**config.mk**
```make
export PLATFORM = sky130hd
export DESIGN_NAME = qspi_flash_target_flat
export DESIGN_NICKNAME = d
export VERILOG_FILES = /design/src/rtl/qspi_pkg.sv /design/src/rtl/qspi_flash_target_if.sv /design/src/rtl/qspi_pin_sync.sv /design/src/rtl/qspi_flash_target.sv /design/src/flat_wrapper.sv
export SDC_FILE = /design/constraint.sdc
export NUM_CORES = 1
export LEC_CHECK = 0
export BUFFER_PORTS_ARGS = -buffer_cell sky130_fd_sc_hd__buf_4
export CORE_UTILIZATION = 40
export DETAILED_ROUTE_END_ITERATION = 8
export GPL_ROUTABILITY_DRIVEN = 0
export PLACE_DENSITY = 0.68
export SYNTH_ARGS = -nofsm -noshare
export SYNTH_HDL_FRONTEND = slang
export SYNTH_HIERARCHICAL = 1
export SYNTH_SLANG_ARGS = --single-unit
```
**constraint.sdc**
```tcl
create_clock -name sys_clock -period 3.28 [get_ports sys_clock]
set_input_delay 0.164 -clock sys_clock [delete_from_list [all_inputs] [get_ports sys_clock]]
set_output_delay 0.164 -clock sys_clock [all_outputs]
set_load 0.02 [all_outputs]
```
**src/rtl/qspi_pkg.sv**
```systemverilog
// rtl/qspi_pkg.sv - opcodes and state encoding shared by the quad-SPI flash target
package qspi_pkg;

    localparam logic [7:0] CMD_READ      = 8'h03;
    localparam logic [7:0] CMD_FAST_READ = 8'h0B;
    localparam logic [7:0] CMD_QUAD_READ = 8'h6B;
    localparam logic [7:0] CMD_PAGE_PROG = 8'h02;

    typedef enum logic [2:0] {
        IDLE,
        CMD,
        ADDR,
        DUMMY,
        READ,
        QREAD,
        WRITE,
        IGNORE
    } state_t;

endpackage

```
**src/rtl/qspi_flash_target_if.sv**
```systemverilog
// rtl/qspi_flash_target_if.sv - pad pins and memory port of the quad-SPI flash target
interface qspi_flash_target_if #(
    parameter int ADDR_W = 24
);
    logic              csn;
    logic              sck;
    logic [3:0]        io_in;
    logic [3:0]        io_out_data;
    logic [3:0]        io_out_en;
    logic [ADDR_W-1:0] mem_addr;
    logic              mem_rd_en;
    logic [7:0]        mem_rdata;
    logic              mem_wr_en;
    logic [7:0]        mem_wdata;

    modport slave (
        input  csn, sck, io_in, mem_rdata,
        output io_out_data, io_out_en, mem_addr, mem_rd_en, mem_wr_en, mem_wdata
    );

    modport master (
        output csn, sck, io_in, mem_rdata,
        input  io_out_data, io_out_en, mem_addr, mem_rd_en, mem_wr_en, mem_wdata
    );
endinterface

```
**src/rtl/qspi_pin_sync.sv**
```systemverilog
// rtl/qspi_pin_sync.sv - two-flop synchronisers for csn/sck/io plus csn and sck edge pulses
module qspi_pin_sync (
    input  logic       sys_clock,
    input  logic       reset,
    input  logic       csn,
    input  logic       sck,
    input  logic [3:0] io_in,
    output logic       csn_s,
    output logic       csn_rise,
    output logic       csn_fall,
    output logic       sck_rise,
    output logic       sck_fall,
    output logic [3:0] io_s
);
    logic       csn_m;
    logic       csn_p;
    logic       sck_m;
    logic       sck_s;
    logic       sck_p;
    logic [3:0] io_m;

    // csn resets to the deselected level so no spurious falling edge appears after reset
    always_ff @(posedge sys_clock) begin
        if (reset) begin
            csn_m <= 1'b1;
            csn_s <= 1'b1;
            csn_p <= 1'b1;
            sck_m <= 1'b0;
            sck_s <= 1'b0;
            sck_p <= 1'b0;
            io_m  <= 4'h0;
            io_s  <= 4'h0;
        end else begin
            csn_m <= csn;
            csn_s <= csn_m;
            csn_p <= csn_s;
            sck_m <= sck;
            sck_s <= sck_m;
            sck_p <= sck_s;
            io_m  <= io_in;
            io_s  <= io_m;
        end
    end

    assign csn_rise = csn_s & ~csn_p;
    assign csn_fall = ~csn_s & csn_p;
    assign sck_rise = sck_s & ~sck_p;
    assign sck_fall = ~sck_s & sck_p;

endmodule

```
**src/rtl/qspi_flash_target.sv**
```systemverilog
// rtl/qspi_flash_target.sv - quad-SPI flash responder (mode 0); QSPI_TARGET_QUAD_EN enables 0x6B quad read
module qspi_flash_target
    import qspi_pkg::*;
#(
    parameter int ADDR_W    = 24,
    parameter int DUMMY_CYC = 8,
    parameter int PAGE_W    = 8
) (
    input  logic                 sys_clock,
    input  logic                 reset,
    qspi_flash_target_if.slave   bus,
    output logic                 busy
);
    localparam int CNT_W = $clog2(ADDR_W + DUMMY_CYC + 8);

    logic       csn_s;
    logic       csn_rise;
    logic       csn_fall;
    logic       sck_rise;
    logic       sck_fall;
    logic [3:0] io_s;

    qspi_pin_sync u_pin_sync (
        .sys_clock (sys_clock),
        .reset     (reset),
        .csn       (bus.csn),
        .sck       (bus.sck),
        .io_in     (bus.io_in),
        .csn_s     (csn_s),
        .csn_rise  (csn_rise),
        .csn_fall  (csn_fall),
        .sck_rise  (sck_rise),
        .sck_fall  (sck_fall),
        .io_s      (io_s)
    );

    state_t            state;
    state_t            state_next;
    state_t            after_addr;
    state_t            cmd_target;
    logic              need_dummy;
    logic              cmd_dummy;
    logic [CNT_W-1:0]  bit_cnt;
    logic [CNT_W-1:0]  bit_cnt_inc;
    logic [7:0]        shift_in;
    logic [7:0]        tx_shift;
    logic [7:0]        prefetch;
    logic [7:0]        fetched;
    logic [7:0]        rx_byte;
    logic [ADDR_W-1:0] addr_reg;
    logic [ADDR_W-1:0] addr_shift;
    logic [ADDR_W-1:0] addr_inc;
    logic [ADDR_W-1:0] mem_addr_q;
    logic              rd_pending;
    logic              rd_en_q;
    logic              wr_en_q;
    logic [7:0]        wdata_q;
    logic [3:0]        io_out_q;
    logic              out_en1;
    logic              last_byte_bit;
    logic              last_addr_bit;
    logic              last_dummy;
    logic              unused_io;

    assign rx_byte       = {shift_in[6:0], io_s[0]};
    assign addr_shift    = {addr_reg[ADDR_W-2:0], io_s[0]};
    assign addr_inc      = addr_reg + ADDR_W'(1);
    assign bit_cnt_inc   = bit_cnt + CNT_W'(1);
    assign last_byte_bit = (bit_cnt == CNT_W'(7));
    assign last_addr_bit = (bit_cnt == CNT_W'(ADDR_W - 1));
    assign last_dummy    = (bit_cnt == CNT_W'(DUMMY_CYC - 1));
    assign unused_io     = ^io_s[3:1];

    // A fall can arrive in the very cycle the memory answers, so bypass the prefetch register then
    assign fetched = rd_pending ? bus.mem_rdata : prefetch;

    always_comb begin
        cmd_target = IGNORE;
        cmd_dummy  = 1'b0;
        case (rx_byte)
            CMD_READ:      cmd_target = READ;
            CMD_FAST_READ: begin
                cmd_target = READ;
                cmd_dummy  = 1'b1;
            end
`ifdef QSPI_TARGET_QUAD_EN
            CMD_QUAD_READ: begin
                cmd_target = QREAD;
                cmd_dummy  = 1'b1;
            end
`endif
            CMD_PAGE_PROG: cmd_target = WRITE;
            default:       cmd_target = IGNORE;
        endcase
    end

    always_comb begin
        state_next = state;
        if (csn_rise) begin
            state_next = IDLE;
        end else begin
            case (state)
                IDLE:    if (csn_fall) state_next = CMD;
                CMD:     if (sck_rise && last_byte_bit)
                             state_next = (cmd_target == IGNORE) ? IGNORE : ADDR;
                ADDR:    if (sck_rise && last_addr_bit)
                             state_next = need_dummy ? DUMMY : after_addr;
                DUMMY:   if (sck_rise && last_dummy) state_next = after_addr;
                default: state_next = state;
            endcase
        end
    end

    always_ff @(posedge sys_clock) begin
        if (reset) state <= IDLE;
        else       state <= state_next;
    end

    always_ff @(posedge sys_clock) begin
        if (reset) begin
            after_addr <= IDLE;
            need_dummy <= 1'b0;
            bit_cnt    <= '0;
            shift_in   <= 8'h00;
            tx_shift   <= 8'h00;
            prefetch   <= 8'h00;
            addr_reg   <= '0;
            mem_addr_q <= '0;
            rd_pending <= 1'b0;
            rd_en_q    <= 1'b0;
            wr_en_q    <= 1'b0;
            wdata_q    <= 8'h00;
            io_out_q   <= 4'h0;
            out_en1    <= 1'b0;
        end else begin
            rd_en_q    <= 1'b0;
            wr_en_q    <= 1'b0;
            rd_pending <= rd_en_q;
            if (rd_pending) prefetch <= bus.mem_rdata;
            out_en1    <= (state_next == READ) || (state_next == QREAD);

            if (csn_rise) begin
                bit_cnt  <= '0;
                io_out_q <= 4'h0;
            end else begin
                case (state)
                    IDLE: bit_cnt <= '0;
                    CMD: if (sck_rise) begin
                        shift_in <= rx_byte;
                        bit_cnt  <= last_byte_bit ? '0 : bit_cnt_inc;
                        if (last_byte_bit) begin
                            after_addr <= cmd_target;
                            need_dummy <= cmd_dummy;
                        end
                    end
                    ADDR: if (sck_rise) begin
                        addr_reg <= addr_shift;
                        bit_cnt  <= last_addr_bit ? '0 : bit_cnt_inc;
                        if (last_addr_bit && (after_addr != WRITE)) begin
                            rd_en_q    <= 1'b1;
                            mem_addr_q <= addr_shift;
                        end
                    end
                    DUMMY: if (sck_rise) bit_cnt <= last_dummy ? '0 : bit_cnt_inc;
                    READ: if (sck_fall) begin
                        bit_cnt <= last_byte_bit ? '0 : bit_cnt_inc;
                        if (bit_cnt == '0) begin
                            io_out_q[1] <= fetched[7];
                            tx_shift    <= {fetched[6:0], 1'b0};
                            rd_en_q     <= 1'b1;
                            mem_addr_q  <= addr_inc;
                            addr_reg    <= addr_inc;
                        end else begin
                            io_out_q[1] <= tx_shift[7];
                            tx_shift    <= {tx_shift[6:0], 1'b0};
                        end
                    end
`ifdef QSPI_TARGET_QUAD_EN
                    QREAD: if (sck_fall) begin
                        bit_cnt <= (bit_cnt == '0) ? CNT_W'(1) : '0;
                        if (bit_cnt == '0) begin
                            io_out_q   <= fetched[7:4];
                            tx_shift   <= {fetched[3:0], 4'h0};
                            rd_en_q    <= 1'b1;
                            mem_addr_q <= addr_inc;
                            addr_reg   <= addr_inc;
                        end else begin
                            io_out_q   <= tx_shift[7:4];
                        end
                    end
`endif
                    // Programming wraps inside the page: only the low PAGE_W bits advance
                    WRITE: if (sck_rise) begin
                        shift_in <= rx_byte;
                        bit_cnt  <= last_byte_bit ? '0 : bit_cnt_inc;
                        if (last_byte_bit) begin
                            wr_en_q    <= 1'b1;
                            wdata_q    <= rx_byte;
                            mem_addr_q <= addr_reg;
                            addr_reg   <= {addr_reg[ADDR_W-1:PAGE_W],
                                           addr_reg[PAGE_W-1:0] + PAGE_W'(1)};
                        end
                    end
                    default: ;
                endcase
            end
        end
    end

`ifdef QSPI_TARGET_QUAD_EN
    logic out_en4;

    always_ff @(posedge sys_clock) begin
        if (reset) out_en4 <= 1'b0;
        else       out_en4 <= (state_next == QREAD);
    end

    assign bus.io_out_en = {out_en4, out_en4, out_en1, out_en4};
`else
    assign bus.io_out_en = {2'b00, out_en1, 1'b0};
`endif

    assign bus.io_out_data = io_out_q;
    assign bus.mem_addr    = mem_addr_q;
    assign bus.mem_rd_en   = rd_en_q;
    assign bus.mem_wr_en   = wr_en_q;
    assign bus.mem_wdata   = wdata_q;
    assign busy            = ~csn_s;

endmodule
```
**src/flat_wrapper.sv**
```systemverilog
// flat-port wrapper written by rule: the top's interface ports become plain ports
module qspi_flash_target_flat import qspi_pkg::*;
#(
    parameter int ADDR_W    = 24,
    parameter int DUMMY_CYC = 8,
    parameter int PAGE_W    = 8
)
  (sys_clock, reset, busy, bus_csn, bus_sck, bus_io_in, bus_mem_rdata, bus_io_out_data, bus_io_out_en, bus_mem_addr, bus_mem_rd_en, bus_mem_wr_en, bus_mem_wdata);
  qspi_flash_target_if #(.ADDR_W(ADDR_W)) bus_i ();
  input  logic sys_clock;
  input  logic reset;
  output logic busy;
  input wire logic [$bits(bus_i.csn)-1:0] bus_csn;
  input wire logic [$bits(bus_i.sck)-1:0] bus_sck;
  input wire logic [$bits(bus_i.io_in)-1:0] bus_io_in;
  input wire logic [$bits(bus_i.mem_rdata)-1:0] bus_mem_rdata;
  output wire logic [$bits(bus_i.io_out_data)-1:0] bus_io_out_data;
  output wire logic [$bits(bus_i.io_out_en)-1:0] bus_io_out_en;
  output wire logic [$bits(bus_i.mem_addr)-1:0] bus_mem_addr;
  output wire logic [$bits(bus_i.mem_rd_en)-1:0] bus_mem_rd_en;
  output wire logic [$bits(bus_i.mem_wr_en)-1:0] bus_mem_wr_en;
  output wire logic [$bits(bus_i.mem_wdata)-1:0] bus_mem_wdata;
  assign bus_i.csn = bus_csn;
  assign bus_i.sck = bus_sck;
  assign bus_i.io_in = bus_io_in;
  assign bus_i.mem_rdata = bus_mem_rdata;
  assign bus_io_out_data = bus_i.io_out_data;
  assign bus_io_out_en = bus_i.io_out_en;
  assign bus_mem_addr = bus_i.mem_addr;
  assign bus_mem_rd_en = bus_i.mem_rd_en;
  assign bus_mem_wr_en = bus_i.mem_wr_en;
  assign bus_mem_wdata = bus_i.mem_wdata;
  qspi_flash_target #(.ADDR_W(ADDR_W), .DUMMY_CYC(DUMMY_CYC), .PAGE_W(PAGE_W)) u_core (.sys_clock(sys_clock), .reset(reset), .bus(bus_i), .busy(busy));
endmodule
```
; After elaboration in Yosys (flattened, before gate mapping)
; Cells that the tools add are included.
[word_totals]
register_bits = 105
[classes]
eq_ne = 21
bitwise = 11
addsub = 3
n_reduce_logical = 23
n_mux = 36
[op_table]
columns = cell, n
row1 = 24-bit 2-to-1 mux, 8
row2 = 24-bit case mux with 3 select lines, 2
row3 = 6-bit 2-to-1 mux, 5
row4 = 24-bit by 1-bit adder with 24-bit output (second input constant), 1
row5 = 8-bit 2-to-1 mux, 3
row6 = 6-bit case mux with 4 select lines, 1
row7 = 3-bit 2-to-1 mux, 7
row8 = 8-bit by 2-bit equality test with 1-bit output (second input constant), 2
row9 = 3-bit equality test (second input constant), 5
row10 = 2-bit by 1-bit != test with 1-bit output (second input constant), 7
row11 = 3-bit case mux with 4 select lines, 1
row12 = 4-bit AND reduction, 3
row13 = 8-bit by 1-bit adder with 8-bit output (second input constant), 1
row14 = 8-bit by 4-bit equality test with 1-bit output (second input constant), 1
row15 = 8-bit AND reduction, 1
row16 = 1-bit 2-to-1 mux, 7
row17 = 1-bit inverter, 7
row18 = 7-bit AND reduction, 1
row19 = 6-bit by 1-bit adder with 6-bit output (second input constant), 1
row20 = 3-bit by 2-bit equality test with 1-bit output (second input constant), 2
row21 = 6-bit by 3-bit equality test with 1-bit output (second input constant), 1
row22 = 6-bit by 5-bit equality test with 1-bit output (second input constant), 1
row23 = 6-bit logical NOT, 1
row24 = 3-bit AND reduction, 2
row25 = other kinds (16), 23

; Longest topological paths before layout
[depth]
depth_word = 10
depth_mapped = 9
mapped_depth_nobuf = 7

; Modules after synthesis
; The synthesis kept the hierarchy.
[modules_own_cells]
columns = module, area_each_um2, seq_area_each_um2, cells_per_inst, n_inst
row1 = qspi_flash_target, 5078.6, 1921.8, 656, 1
row2 = qspi_pin_sync, 407.9, 280.3, 33, 1

; Worst setup path after synthesis
; No wires, ideal clock.
[synth_path]
path_kind = register to register
startpoint = register u_core.bit_cnt[0]
endpoint = register u_core.need_dummy
t_arrival_ns = 2.355
slack_ns = 0.858
stages_incl_launch_ff = 10
setup_time_ns = 0.067
path_cell_list = dfxtp_1 -> ha_1 -> and4bb_1 -> buf_6 -> nand2_4 -> or4b_4 -> or3_1 -> clkbuf_2 -> or3_1 -> a21oi_2
[synth_between]
elab_chain_cells = 2
[synth_rtl]
columns = item, line
row1 = start: declaration, qspi_flash_target.sv:43  ; logic [CNT_W-1:0] bit_cnt;
row2 = start signal: assignment, qspi_flash_target.sv:150  ; bit_cnt <= last_byte_bit ? '0 : bit_cnt_inc;
row3 = start signal: assignment, qspi_flash_target.sv:158  ; bit_cnt <= last_addr_bit ? '0 : bit_cnt_inc;
row4 = start signal: assignment, qspi_flash_target.sv:164  ; DUMMY: if (sck_rise) bit_cnt <= last_dummy ? '0 : bit_cnt_inc;
row5 = 6-bit by 3-bit equality test with 1-bit output, qspi_flash_target.sv:69  ; assign last_byte_bit = (bit_cnt == CNT_W'(7));
row6 = 4-bit AND reduction (no source line), n/a
row7 = end signal: assignment, qspi_flash_target.sv:153  ; need_dummy <= cmd_dummy;
row8 = end: declaration, qspi_flash_target.sv:41  ; logic need_dummy;
; Every way passes these cells.
; A chain may end at the register's enable or synchronous reset.

; Worst setup path in the final report
[layout_path]
startpoint = register u_core.bit_cnt[0]
endpoint = register u_core.mem_addr_q[15], in the netlist u_core/bus.mem_addr[15]
[layout_between]
elab_chain_cells = 4
elab_cells_between_ends = 8
classes_between = eq/ne: 5 / reduce/logical: 3
[layout_rtl]
columns = item, line
row1 = 6-bit by 5-bit equality test with 1-bit output, qspi_flash_target.sv:70  ; assign last_addr_bit = (bit_cnt == CNT_W'(ADDR_W - 1));
row2 = 1-bit logical AND, qspi_flash_target.sv:159  ; if (last_addr_bit && (after_addr != WRITE)) begin
row3 = 2-bit by 1-bit != test with 1-bit output (no source line), n/a
row4 = 8-bit AND reduction (no source line) *, n/a
row5 = end signal: assignment, qspi_flash_target.sv:161  ; mem_addr_q <= addr_shift;
row6 = end signal: assignment, qspi_flash_target.sv:171  ; mem_addr_q <= addr_inc;
row7 = end signal: assignment, qspi_flash_target.sv:199  ; mem_addr_q <= addr_reg;
row8 = end: declaration, qspi_flash_target.sv:53  ; logic [ADDR_W-1:0] mem_addr_q;
; Mark *: on every way between the ends. The rest lies on a longest branch, timed or not.

==> metrics.md <==
| Metric | Value |
|---|---|
| Slew Limit Fails | 0 |
| Post-Syn Instances | around 680 |
| Unrepaired setup endpoints after global routing | no |
| CTS Sinks | between 100 and 150 |
| Pwr/cell area | just over 400 mW/mm^2 |
| Final ANT Viol Nets | 0 |
| Pre-Repair DR Iteration Count | 5 |
| Core ar. | ~0.013 mm^2 |
| Total power | 2.52 mW |
| Final number of hold-violating endpoints | 0 |
| Post-CTS Hold Buffers | 1 |
| Gr usage total | a little under a fifth |
| Clock tree buffer depth | 2 |
| Final nets | 706 |
| Commonest non-fill, non-tap cells in the layout | dfxtp_1, nor2_1, nand2_1 |
| Layout cells sized above 1 | 13.0% |
| Root Driver | clkbuf_16 |
| Setup Total Neg Slack | 0 ns |
| Detailed Route WL | approximately 13,000 um |
| Initial Util | about two fifths |
| Die W | 117 um |
| Maximum vdd drop | ~0.27 mV |
| Vias in the first global route | about 4,500 |
| Die Ht | ~120 um |
| Row count | 41 |
| Most common cell after layout, fill and taps aside | dfxtp_1 |
| Netlist Area Pre-Place | around 0.0053 mm^2 |
| Final min period | about 2.8 ns |
| Leakage | between 2 and 2.5 nW |
| Post-CTS Setup Bufs | 0 |
| FMAX | around 360 MHz |
| Via Count | a little under 5,000 |
| Clock buffer count from CTS | 9 |
| Worst Clk Skew | around 0.0098 ns |
| Crit path DAT | about 3.0 ns |
| Least-Margin Pin Slew | between 0.9 and 1 ns |
| Clock tree from TritonCTS | built |
| Inserted Diodes | 0 |
| Drt drc | 0 |
| Port bufs | 49 |
| Yosys warns | 6 |
| Wirelength per Cell | about 15 um |
| Final period util | 85.1% |
| Syn Area/Cell | slightly below 8 um^2 |
| Status | complete, no violations |
| Register-to-Register Setup Slack | 0.49 ns |
| Placement Cell Area | roughly 0.0057 mm^2 |
| First-pass GRT wire length | approximately 21,000 um |
| H-tree Lvls | 3 |
| Via-to-Cell Ratio | between 5 and 6 |
| WP data required | roughly 3.5 ns |
| Initial antenna violation count | 0 |
| Post-CTS Resized | 0 |
| Initial DRC count | about 470 |
| Clock-pin slew on the worst setup and hold paths | approximately 0.070 ns |
| Max_slew headroom | between 30 and 40% |
| HPWL after DPL | 8480 um |
| Die area | 0.0138 mm^2 |
| Final setup viols | 0 |
| Largest net degree at the start of global routing | 94 |
| I/O Pins | just under 60 |
| Maxcap violations | 0 |
| Area grow syn2layout | 14.0% |
| Startpoint types | flop |
| Setup crit end kind | flop |
| Max FO, Critical Path | 14 |
| WHS | between 0.015 and 0.02 ns |
| Finished Cell Area | 0.00608 mm^2 |
| Gr ovfl total | 0 |
| Latest clock arrival within the worst-skew pair | around 0.35 ns |
| Hold WC Path Type | in2reg |
| Worst Setup Path Type | reg2reg |
-- stage by stage --
stage          std cells  util (%)  worst slack, ns
2_1_floorplan        682         -            0.858
3_3_place_gp         847      44.7            0.597
3_5_place_dp         847      44.7            0.505
4_1_cts              864      47.4            0.485
5_1_grt              864      47.4            0.328
6_report             864      47.4            0.489
-- critical path: stages (launching register included) --
cell and delay, ns:
dfxtp_1 0.39, ha_1 0.25, and4bb_1 0.42, nand3b_1 0.17, a21bo_2 0.27, a221o_1 0.57
a2111oi_0 0.48, nor3_1 0.09
-- metal layers --
metal  GRT usage (%)  up-vias  routed length, um  part of all wire (%)
met4            6.90        0                196                   1.6
met5               0        -                  0                     0
li1                -     2416                  -                     -
met3            4.47       22                692                   5.5
met2            31.2      143               6180                    49
met1            23.3     2255               5570                    44
-- power by group --
part	switching [mW]	internal, mW	total, mW	leakage, nW
Clock	0.466	0.712	1.18	0.159
Sequential	0.00517	1.27	1.27	0.839
Combinational	0.0473	0.0247	0.0720	1.21
-- final cells by class --
cell class	count	area [um^2]
clock buffers	12	256
clock inverters	4	76.3
fillers	1259	6750
inverters	11	41.3
multi-input cells	498	2930
flip-flops and latches	104	2080
well taps	172	215
repair buffers	63	475
-- path summary, 6_finish.rpt --
path                                                        endpoint  depth (start not counted)                          startpoint
worst max-delay path            u_core/bus.mem_addr[15]$_SDFFE_PP0P_                          7      u_core/bit_cnt[0]$_SDFFE_PP0P_
worst min-delay path              u_core/u_pin_sync/sck_m$_SDFF_PP0_                          2                             bus_sck
worst max register to register  u_core/bus.mem_addr[15]$_SDFFE_PP0P_                          7      u_core/bit_cnt[0]$_SDFFE_PP0P_
worst min register to register    u_core/u_pin_sync/csn_s$_SDFF_PP1_                          1  u_core/u_pin_sync/csn_m$_SDFF_PP1_
Power figures use the tool's default switching activity.
